--- src/rtl/handshake_pkg.sv ---
// Shared defaults and output-buffer state encoding for the handshake arbiter.
package handshake_pkg;

    localparam int N_REQ_DEF  = 4;
    localparam int DATA_W_DEF = 8;
    localparam int ID_W_DEF   = 2;

    typedef enum logic {
        ST_EMPTY = 1'b0,
        ST_FULL  = 1'b1
    } buf_state_e;

endpackage

--- src/rtl/handshake_arb_rr_pick.sv ---
// Round-robin search: first set request at or above ptr_i, wrapping past N-1 to 0.
module rr_pick #(
    parameter int N  = 4,
    parameter int IW = 2
) (
    input  logic [N-1:0]  req_i,
    input  logic [IW-1:0] ptr_i,
    output logic [N-1:0]  grant_o,
    output logic [IW-1:0] idx_o,
    output logic          any_o
);

    logic [IW-1:0] pos_s;

    // Walk the requests in priority order starting at the pointer; the first hit wins.
    always_comb begin
        grant_o = '0;
        idx_o   = '0;
        any_o   = 1'b0;
        pos_s   = '0;
        for (int k = 0; k < N; k++) begin
            pos_s = IW'((int'(ptr_i) + k) % N);
            if (!any_o && req_i[pos_s]) begin
                any_o          = 1'b1;
                grant_o[pos_s] = 1'b1;
                idx_o          = pos_s;
            end else begin
                any_o = any_o;
            end
        end
    end

endmodule

--- src/rtl/handshake_arb.sv ---
// N-to-1 valid/ready arbiter with round-robin fairness and a one-entry registered output buffer.
module handshake_arb
    import handshake_pkg::*;
#(
    parameter int N_REQ  = N_REQ_DEF,
    parameter int DATA_W = DATA_W_DEF,
    parameter int ID_W   = ID_W_DEF
) (
    input  logic                    clk,
    input  logic                    rst,
    input  logic [N_REQ-1:0]        s_valid,
    input  logic [N_REQ*DATA_W-1:0] s_data,
    output logic [N_REQ-1:0]        s_ready,
    output logic                    m_valid,
    output logic [DATA_W-1:0]       m_data,
    output logic [ID_W-1:0]         m_id,
    input  logic                    m_ready
);

    buf_state_e        state_q;
    logic [DATA_W-1:0] m_data_q;
    logic [ID_W-1:0]   m_id_q;
    logic [ID_W-1:0]   rr_ptr_q;
    logic [ID_W-1:0]   rr_ptr_d;

    logic [N_REQ-1:0]  win_grant_s;
    logic [ID_W-1:0]   win_idx_s;
    logic              win_any_s;
    logic              accept_en_s;
    logic              accept_s;
    logic [DATA_W-1:0] win_data_s;

    rr_pick #(
        .N  (N_REQ),
        .IW (ID_W)
    ) u_rr_pick (
        .req_i   (s_valid),
        .ptr_i   (rr_ptr_q),
        .grant_o (win_grant_s),
        .idx_o   (win_idx_s),
        .any_o   (win_any_s)
    );

    // The buffer can take a new word when empty or when it drains in this same cycle.
    always_comb begin
        accept_en_s = !rst && ((state_q == ST_EMPTY) || m_ready);
        accept_s    = accept_en_s && win_any_s;
        win_data_s  = s_data[win_idx_s*DATA_W +: DATA_W];
        if (accept_en_s) begin
            s_ready = win_grant_s;
        end else begin
            s_ready = '0;
        end
        if (win_idx_s == ID_W'(N_REQ - 1)) begin
            rr_ptr_d = '0;
        end else begin
            rr_ptr_d = win_idx_s + {{(ID_W-1){1'b0}}, 1'b1};
        end
    end

    // Buffer state, payload register and fairness pointer.
    always_ff @(posedge clk) begin
        if (rst) begin
            state_q  <= ST_EMPTY;
            m_data_q <= '0;
            m_id_q   <= '0;
            rr_ptr_q <= '0;
        end else begin
            case (state_q)
                ST_EMPTY: begin
                    if (accept_s) state_q <= ST_FULL;
                    else          state_q <= ST_EMPTY;
                end
                ST_FULL: begin
                    if (accept_s)     state_q <= ST_FULL;
                    else if (m_ready) state_q <= ST_EMPTY;
                    else              state_q <= ST_FULL;
                end
                default: state_q <= ST_EMPTY;
            endcase
            if (accept_s) begin
                m_data_q <= win_data_s;
                m_id_q   <= win_idx_s;
                rr_ptr_q <= rr_ptr_d;
            end
        end
    end

    assign m_valid = (state_q == ST_FULL);
    assign m_data  = m_data_q;
    assign m_id    = m_id_q;

endmodule

--- config.mk ---
export PLATFORM = sky130hd
export DESIGN_NAME = handshake_arb
export DESIGN_NICKNAME = d
export VERILOG_FILES = /design/src/rtl/handshake_pkg.sv /design/src/rtl/handshake_arb_rr_pick.sv /design/src/rtl/handshake_arb.sv
export SDC_FILE = /design/constraint.sdc
export NUM_CORES = 1
export LEC_CHECK = 0
export ABC_CLOCK_PERIOD_IN_PS = 3900
export CAP_MARGIN = 30
export CORE_MARGIN = 1
export CORE_UTILIZATION = 45
export CTS_BUF_LIST = sky130_fd_sc_hd__clkbuf_8
export DETAILED_ROUTE_END_ITERATION = 10
export GPL_TIMING_DRIVEN = 0
export PLACE_DENSITY_LB_ADDON = 0.3
export SYNTH_ARGS = -nofsm -noshare
export SYNTH_HDL_FRONTEND = slang
export SYNTH_SLANG_ARGS = --single-unit
--- constraint.sdc ---
create_clock -name clk -period 3.9 [get_ports clk]
set_input_delay 0.585 -clock clk [delete_from_list [all_inputs] [get_ports clk]]
set_output_delay 0.585 -clock clk [all_outputs]
set_load 0.02 [all_outputs]
==> qor.yml <==
outcome: "complete, but fails checks"
violations: "design-rule violations"
ys.flop_type: "dfxtp_1"
synth_edf_count: 0
critPathCaptureType: "output pin"
skew_ns: 0.005065
nFillCells: 227
n_antenna_cell: 0
clkLatencyLatePin_ns: 0.24
min_period_ns: 3.665
internal-power_w: 0.0007743
post-route-drc-count: 10
placeableCoreArea_um2: 2805
cts_inserted_buffers: 3
path_clk_slew_ns: 0.06
ctsHtreeMaxLevel: 1
hold_viol: 0
swShare_pct: 46.64
cp_data_required_time_ns: 3.31
dieArea_um2: 3232
placed_area_um2: 1923
drtAntennaViolNets: 0
cap_viol_max_count: 0
holdCritStartpoint: "m_id[1]$_SDFFE_PP0P_"
hold_class: "register to register"
start_util_pct: 48.26
pwr-share-clk_pct: 8.1
reg2reg_depth: 10
synth.avg_cell_area_um2: 8.514
finalSetupViolations: 0
fmax_ghz: 0.2729
grt_pass1_vias: 1438
worst-r2r-setup-slack_ns: 1.07
worstPathArrival_ns: 3.08
grt_pass1_wl_mm: 6.168
fin_setup_tns_ns: 0
port_buffers: 53
crit_type: "register to output pin"
combPwrFrac_pct: 75.8
globalplace.congestion: 0.8544
power_density_nw_per_um2: 723.0
fin_area_um2: 2007
p_switching_w: 0.0006767
synth_seq_area_share_pct: 19.22
cts_tree: "yes"
r2r-start: "rr_ptr_q[0]$_SDFFE_PP0P_"
min_delay_path_depth: 2
wl_mm: 3.900
crit_chain: "buf_6 -> clkinvlp_4 -> ha_4 -> mux4_2 -> nor2b_1 -> buf_4 -> a22oi_1 -> nor2_1 -> a221oi_1 -> nor2_1 -> clkdlybuf4s50_1"
cts.sinks: 13
postSynthCellCount: 159
startpoint_type: "register"
drive_above_1_share_pct: 12.84
worst_slew_margin_rel_pct: 49.83
ys_types: 46
hold_buffers: 0
r2r_end: "m_data[6]$_SDFFE_PP0P_"
final_nets: 265
vdd_ir_drop_max_v: 0.0003202
area_growth_syn_to_layout_pct: 48.24
die_h_um: 56.85
antenna_found_initial: 0
syn_area_um2: 1354
clockBufferDepth: 2
vias: 1525
yosysWarningCount: 0
worst_pin_slew_ns: 0.7493
grt.overflow.total: 0
syn-num-nets: 205
via_per_inst: 6.124
cpMaxStageDelayCell: "clkdlybuf4s50_1"
detailed_place_hpwl_mm: 3.061
seqPwrFrac_pct: 16.1
drt_iter0_drc: 46
cp_max_fo: 9
grt_start_max_net_pins: 16
multi_input_area_um2: 1042
critPathMaxStageDelay_ns: 0.61
seq_area_um2: 260.3
root_buffer: "clkbuf_8"
drt_first_pass_iters: 7
synthArstFlopShare_pct: 0
rows: 19
final.period_utilization_pct: 93.97
slew_viol_final: 0
total_leakage_power_nw: 0.7570
cp_common_cell: "nor2_1"
grt_util_all_layers_pct: 24.31
min_to: "m_id[1]$_SDFFE_PP0P_"
die_x_um: 56.85
yosys_register_bits: 13
pin_count: 54
routedWlPerCell_um: 15.66
grt_setup_unrepaired: "no"
final cells by class:
cell class / count / area share [%]
buffer: 7 / 2.244
tap: 31 / 1.933
clock buffer: 3 / 2.057
clock inverter: 1 / 0.1870
timing repair buffer: 57 / 27.93
inverter: 3 / 0.7481
sequential: 13 / 12.97
multi-input combinational: 134 / 51.93
state kept, by name, indices dropped and copies added, names as in the netlist:
register	count
rr_ptr_q	2
m_id	2
m_data	8
m_valid	1
synth_stat cells, types with 2 or more instances:
cell type	n	share of area [%]
a311oi_1	4	2.6
a211oi_1	12	6.7
a22oi_1	4	2.2
nor3b_1	4	2.2
mux2_1	2	1.7
nand2_1	14	3.9
mux2_2	2	1.7
and2_1	2	0.92
mux4_2	4	6.7
o2111ai_1	2	1.3
nor2_1	14	3.9
a41o_1	2	1.5
ha_1	7	6.5
mux2i_1	8	5.9
a21o_1	3	1.7
a31o_1	2	1.3
o21ai_1	3	1.1
a221oi_1	5	3.2
nand2b_1	4	1.8
nor2_4	2	1.7
nor2b_1	2	0.92
a21oi_1	9	3.3
buf_6	2	1.7
dfxtp_1	13	19
and3_1	4	1.8
o211ai_1	3	1.7
clkbuf_1	5	1.4
o311a_1	2	1.5
inv_1	2	0.55
power by group through the flow:
stage               sequential, W  clock [W]  combinational [W]
floorplan                0.000284          0           0.000690
global placement         0.000232          0            0.00100
detailed placement       0.000236          0            0.00104
CTS                      0.000234   0.000119            0.00104
global route             0.000239   0.000127            0.00118
finish                   0.000233   0.000118            0.00110
through the flow:
| stage | setup WS [ns] | power, W | hold slack (ns) | instances | utilization [%] |
|---|---|---|---|---|---|
| after global placement | 0.04374 | 0.001234 | 0.4418 | 243 | 68.55 |
| after global routing | 0.09304 | 0.001549 | 0.4860 | 249 | 71.54 |
| final | 0.2353 | 0.001451 | 0.4603 | 249 | 71.54 |
| after floorplan | 0.7434 | 0.0009749 | 0.5277 | 159 | - |
| after detailed placement | -0.06566 | 0.001273 | 0.4547 | 243 | 68.55 |
| after CTS | 0.01732 | 0.001392 | 0.4626 | 245 | 69.98 |
metal layers:
layer / global-route usage [%] / wire length [µm] / up-vias
li1: - / - / 745
met1: 28.95 / 1705 / 718
met2: 44.22 / 1952 / 62
met3: 4.147 / 241 / 0
met4: 7.317 / 0 / 0
met5: 0 / 0 / -
cells in the final DEF (no fill, tap or decap), types with 5 or more instances in the layout:
cell type / count
mux2i_1: 8
clkdlybuf4s50_1: 53
a21oi_1: 9
ha_1: 6
buf_4: 5
nor2_1: 14
a221oi_1: 5
a211oi_1: 12
nand2_1: 14
dfxtp_1: 13
what timing repair did:
item | in CTS | in global routing
cloned | 0 | 0
gates resized for setup | 1 | 2
setup endpoints to repair | 4 | 4
setup buffers | 0 | 4
worst max-delay path: cells and delay by family, from the launching register on:
family	cells	cell delay, ns
flip-flops	1	0.44
AO/OA/AOI/OAI	2	0.14
multiplexers	1	0.42
buffers and inverters	4	1.14
adder cells (fa/ha/maj)	1	0.34
AND/OR/NAND/NOR	3	0.35
how the worst max path moves through the flow:
stage                                         from    endpoint  slack, ns  cells past startpoint
after global placement    rr_ptr_q[0]$_SDFFE_PP0P_  s_ready[0]       0.04                     13
after CTS                 rr_ptr_q[0]$_SDFFE_PP0P_  s_ready[1]       0.02                     11
after global routing      rr_ptr_q[0]$_SDFFE_PP0P_  s_ready[3]       0.09                     11
final                     rr_ptr_q[0]$_SDFFE_PP0P_  s_ready[3]       0.24                     11
after floorplan           rr_ptr_q[0]$_SDFFE_PP0P_  s_ready[0]       0.74                     12
after detailed placement  rr_ptr_q[0]$_SDFFE_PP0P_  s_ready[1]      -0.07                     13
cell families after synthesis:
kind of cell / after synthesis / share of synthesized area, %
buf+inv: 12 / 4.713
simple gates: 54 / 21.81
compound gates: 56 / 31.24
flops: 13 / 19.22
fa+ha+maj: 7 / 6.469
xor+xnor: 1 / 0.6471
mux: 16 / 15.90
Note: power is estimated with default switching activity, not from simulation.
